===== src/rtl/div_arbiter.sv =====
// Two-requester front end for a shared iterative divider, with a one-entry
// result cache that lets an exact repeat of the last good operation skip the divider.
module div_arbiter (
  input  logic        clk,
  input  logic        rst,

  input  logic        req0_valid,
  output logic        req0_ready,
  input  logic [31:0] req0_dividend,
  input  logic [31:0] req0_divisor,
  input  logic [1:0]  req0_type,
  input  logic        req1_valid,
  output logic        req1_ready,
  input  logic [31:0] req1_dividend,
  input  logic [31:0] req1_divisor,
  input  logic [1:0]  req1_type,

  output logic        rsp0_valid,
  input  logic        rsp0_ready,
  output logic [31:0] rsp0_data,
  output logic        rsp0_exc,
  output logic        rsp1_valid,
  input  logic        rsp1_ready,
  output logic [31:0] rsp1_data,
  output logic        rsp1_exc,

  output logic        div_in_valid,
  output logic [31:0] div_dividend,
  output logic [31:0] div_divisor,
  output logic [1:0]  div_type,
  output logic        div_cpu_busy,
  input  logic [31:0] div_out,
  input  logic        div_out_valid,
  input  logic        div_busy,
  input  logic        div_exception,

  input  logic        cache_flush
);

  // state | meaning
  // IDLE  | waiting for a request; accepts only while the divider is idle
  // ISSUE | one-cycle start pulse to the divider
  // WAIT  | operands held until the divider returns a result
  // RESP  | result presented to the granted requester until consumed
  typedef enum logic [1:0] {IDLE, ISSUE, WAIT, RESP} state_t;

  state_t      state, state_nxt;
  logic        ptr, gid, grant;
  logic [31:0] op_a, op_b, rsp_data_q;
  logic [1:0]  op_t;
  logic        rsp_exc_q;
  logic        c_vld;
  logic [31:0] c_a, c_b, c_d;
  logic [1:0]  c_t;
  logic        can_accept, accept, hit, rsp_hs;
  logic [31:0] sel_a, sel_b;
  logic [1:0]  sel_t;

  always_comb begin
    grant = 1'b0;
    if (req0_valid && req1_valid) grant = ptr;
    else if (req1_valid)          grant = 1'b1;
  end

  // Gating ready with rst keeps every output low while reset is held.
  assign can_accept = (state == IDLE) && !div_busy && !rst;
  assign req0_ready = can_accept && req0_valid && !grant;
  assign req1_ready = can_accept && req1_valid && grant;
  assign accept     = (req0_valid && req0_ready) || (req1_valid && req1_ready);

  assign sel_a = grant ? req1_dividend : req0_dividend;
  assign sel_b = grant ? req1_divisor  : req0_divisor;
  assign sel_t = grant ? req1_type     : req0_type;

  assign hit = c_vld && !cache_flush && (c_a == sel_a) && (c_b == sel_b) && (c_t == sel_t);

  assign rsp_hs = (state == RESP) && (gid ? rsp1_ready : rsp0_ready);

  always_comb begin
    state_nxt = state;
    case (state)
      IDLE:    if (accept) state_nxt = hit ? RESP : ISSUE;
      ISSUE:   state_nxt = WAIT;
      WAIT:    if (div_out_valid) state_nxt = RESP;
      RESP:    if (rsp_hs) state_nxt = IDLE;
      default: state_nxt = IDLE;
    endcase
  end

  always_ff @(posedge clk or posedge rst) begin
    if (rst) state <= IDLE;
    else     state <= state_nxt;
  end

  always_ff @(posedge clk or posedge rst) begin
    if (rst) begin
      ptr        <= 1'b0;
      gid        <= 1'b0;
      op_a       <= '0;
      op_b       <= '0;
      op_t       <= '0;
      rsp_data_q <= '0;
      rsp_exc_q  <= 1'b0;
      c_vld      <= 1'b0;
      c_a        <= '0;
      c_b        <= '0;
      c_t        <= '0;
      c_d        <= '0;
    end else begin
      if (cache_flush) c_vld <= 1'b0;
      case (state)
        IDLE: if (accept) begin
          op_a <= sel_a;
          op_b <= sel_b;
          op_t <= sel_t;
          gid  <= grant;
          if (hit) begin
            rsp_data_q <= c_d;
            rsp_exc_q  <= 1'b0;
          end
        end
        WAIT: if (div_out_valid) begin
          rsp_data_q <= div_out;
          rsp_exc_q  <= div_exception;
          // Faulting results are never cached; a flush overrides the fill.
          if (!div_exception && !cache_flush) begin
            c_vld <= 1'b1;
            c_a   <= op_a;
            c_b   <= op_b;
            c_t   <= op_t;
            c_d   <= div_out;
          end
        end
        RESP: if (rsp_hs) ptr <= ~gid;
        default: ;
      endcase
    end
  end

  assign div_in_valid = (state == ISSUE);
  assign div_dividend = op_a;
  assign div_divisor  = op_b;
  assign div_type     = op_t;
  assign div_cpu_busy = 1'b0;

  assign rsp0_valid = (state == RESP) && !gid;
  assign rsp1_valid = (state == RESP) && gid;
  assign rsp0_data  = rsp_data_q;
  assign rsp1_data  = rsp_data_q;
  assign rsp0_exc   = rsp_exc_q;
  assign rsp1_exc   = rsp_exc_q;

endmodule

===== config.mk =====
export PLATFORM = sky130hd
export DESIGN_NAME = div_arbiter
export DESIGN_NICKNAME = d
export VERILOG_FILES = /design/src/rtl/div_arbiter.sv
export SDC_FILE = /design/constraint.sdc
export NUM_CORES = 1
export LEC_CHECK = 0
export ABC_AREA = 1
export BUFFER_PORTS_ARGS = -buffer_cell sky130_fd_sc_hd__buf_2
export CORE_UTILIZATION = 57
export CTS_CLUSTER_DIAMETER = 50
export DETAILED_ROUTE_END_ITERATION = 7
export MAX_ROUTING_LAYER = met4
export PLACE_DENSITY_LB_ADDON = 0.3
export SYNTH_ARGS = -nofsm -noshare
export SYNTH_HDL_FRONTEND = slang
export SYNTH_SLANG_ARGS = --single-unit

===== constraint.sdc =====
create_clock -name clk -period 15.08 [get_ports clk]
set_input_delay 3.77 -clock clk [delete_from_list [all_inputs] [get_ports clk]]
set_output_delay 3.77 -clock clk [all_outputs]
set_load 0.005 [all_outputs]

==> run metrics <==
outcome=finished, final reports clean; share of cells above drive strength 1=20.2%; Layout Cell Area excl Fill=13500 µm²; Syn Area/Cell=7.00 µm²; Max FO, Critical Path=60; minimum clock period=9.00 ns; syn_nets=1783; ys flop type=dfrtp_1; Net count, final=2021; met3 wire len=2940 µm; Clock Power Share=24.8%; slew margin rel.=25.7%; NetSw=1050 µW; register share of total power=36.5%; Ys Warns=0; drt first pass iters=6; Worst setup EP type=output port; CTS root buffer=clkbuf_16; routed wl met2=15800 µm; placer congestion estimate=0.942; Net Sw Frac=40.0%; Post-synth top cells=573 x nand2_1, 203 x inv_1, 202 x dfrtp_1; post-route DRC violation count=0; vias in the first global route=10600; Fmax=0.111 GHz; number of I/O pins=312; Die X=142 µm; hold crit path type=reg2reg; Port-buffer cells=310; Final Hold Fails=0; CP Data Arrival Time=5.23 ns; dpl cells=2074; wl on met1=13400 µm; critical path class=in2out; Internal=1580 µW; Die Y=142 µm; Seq/Total Area, Yosys=45.0%; first-pass GRT wire length=53700 µm; measured slew at the worst slew-check pin=1.11 ns; 1st-iter DRT viols=831; Post-DP Area=12600 µm²; hold buffers post-CTS=0; slowest CP cell=buf_4; via count=11400; Clock Pin Slew Worst Setup and Hold Paths=0.06 ns; CP peak stage delay=0.57 ns; Mapped Area=11200 µm²; VDD IR max=0.123 mV; Rows=50; leakage=0.00771 µW; Tot GR Track Use=34.8%; post-CTS setup buffers=0; Power Density=195 nW/µm²; DR WL/cell=15.9 µm; Starting Density=59.1%; CTS Buf Count=26; remaining antenna violation count=0; Die ar.=20300 µm²; Mapped Cells=1604; synth unique cells=28; Final Cycle Share=59.7%; largest net degree at the start of global routing=138; DR vias/cell=5.38; Synth area leaders=dfrtp_1 45%, nand2_1 19%, o21ai_0 8.8%, inv_1 6.8%, nand3_1 6.5%; Non-Filler Instances=2121; initial antenna violation count=0; GR Overflow Total=0; number of synthesized flops with an enable pin=0; final WL=33700 µm; FILL cells=1615; area added between synthesis and finish=20.0%; combinational share of power=38.7%; most common cell in the netlist=nand2_1; CTS Sinks=202; CTS resizes=0; CTS tree=built; Async S/R FF share, synth=100%; FF+latch count, synth=202; post-synth top area share=45.0%; core area=19000 µm²; Critical Path RT=11.31 ns; Detailed Place HPWL=23700 µm; Clock Tree Buf Depth=3; Layout Skew=0.0105 ns; final-report max-slew violation count=0; n_diodes=0; Synth area leader=dfrtp_1; crit start category=input pin; worst-path cell chain=buf_2 > buf_4 > inv_2 > a21oi_2 > buf_4 > nand2_1 > inv_2 > buf_2; clk_lat worst skew=0.52 ns; H-tree Lvls=1; final setup violation count=0; RSZ-0062 raised after global routing=false; TNS Setup=0 ns; uppermost layer routed=met4; number of max-cap violations=0
==> metal layers <==
metal / vias to the layer above / global-route usage (%)
li1: 5469 / -
met2: 627 / 55.8
met5: - / -
met3: 102 / 4.58
met1: 5213 / 44.2
met4: 0 / 15.3
==> path summary, 6_finish.rpt <==
check | start | slack (ns) | cells after the start | endpoint
max in group asynchronous | rst | 10.13 | 3 | c_d[31]
hold reg to reg | rsp0_data[9] | 0.48 | 2 | rsp0_data[9]
setup / recovery | req1_valid | 6.08 | 8 | req1_ready
min in group asynchronous | rst | 3.47 | 2 | gid
setup reg to reg | ptr | 10.46 | 18 | rsp0_exc
hold / removal | rsp0_data[9] | 0.48 | 2 | rsp0_data[9]
==> power by group through the flow <==
| stage | combinational (µW) | clock, µW | sequential, µW |
|---|---|---|---|
| 5_1_grt | 1160 | 679 | 990 |
| 4_1_cts | 1020 | 657 | 957 |
| 3_5_place_dp | 1010 | 0 | 960 |
| 3_3_place_gp | 977 | 0 | 950 |
| 2_1_floorplan | 696 | 0 | 941 |
| 6_report | 1020 | 653 | 960 |
==> layout make-up <==
class / instances / area [µm²] / share of cell area [%]
Clock buffer: 35 / 756 / 5.60
Sequential cell: 202 / 5050 / 37.5
Timing Repair Buffer: 318 / 1610 / 12.0
Clock inverter: 12 / 160 / 1.19
Multi-Input combinational cell: 1087 / 4790 / 35.5
Inverter: 207 / 785 / 5.82
Tap cell: 260 / 325 / 2.41
==> stage by stage <==
stage	utilization (%)	total power, µW	hold WS (ns)	worst slack, ns
final	70.9	2630	0.484	6.08
after global placement	66.1	1930	0.466	6.13
after global routing	70.9	2830	0.511	6.00
after floorplan	-	1640	0.453	5.80
after CTS	70.9	2630	0.485	6.09
after detailed placement	66.1	1970	0.471	6.09
==> placed cells by master, fill, tap and decap left out, types with 3 or more instances in the layout <==
cell type    n
inv_2        4
buf_4        8
nand3b_1    32
o21ai_0    197
clkbuf_16   27
clkbuf_8     5
dfrtp_1    202
a21oi_1     18
clkbuf_1     3
clkinv_4     4
bufinv_16    3
ha_1         5
nand3_1    146
inv_1      202
nand2_1    573
nand2_2      3
nand4_1     11
buf_2      310
nor2_1      87
==> critical path, delay by kind of cell <==
family / cells / cell delay [ns]
buffers and inverters: 6 / 1.21
and+or+nand+nor: 1 / 0.13
AOI/OAI and AO/OA: 1 / 0.12
==> state kept, by name (all words and copies together) (netlist names) <==
signal,flops
ptr,1
rsp0_exc,1
c_a,32
c_d,32
div_divisor,32
c_t,2
c_vld,1
div_dividend,32
gid,1
c_b,32
rsp0_data,32
div_type,2
state,2
==> cells by family (layout without fill, tap and decap cells) <==
family | count (synthesis) | count (layout) | synth area share (%)
compound gates | 223 | 223 | 10.1
fa+ha+maj | 5 | 5 | 0.557
buf+inv | 315 | 572 | 12.5
flops | 202 | 202 | 45.0
other cells | 1 | 1 | 0.0334
simple gates | 858 | 858 | 31.8
Power figures use the tool's default switching activity.
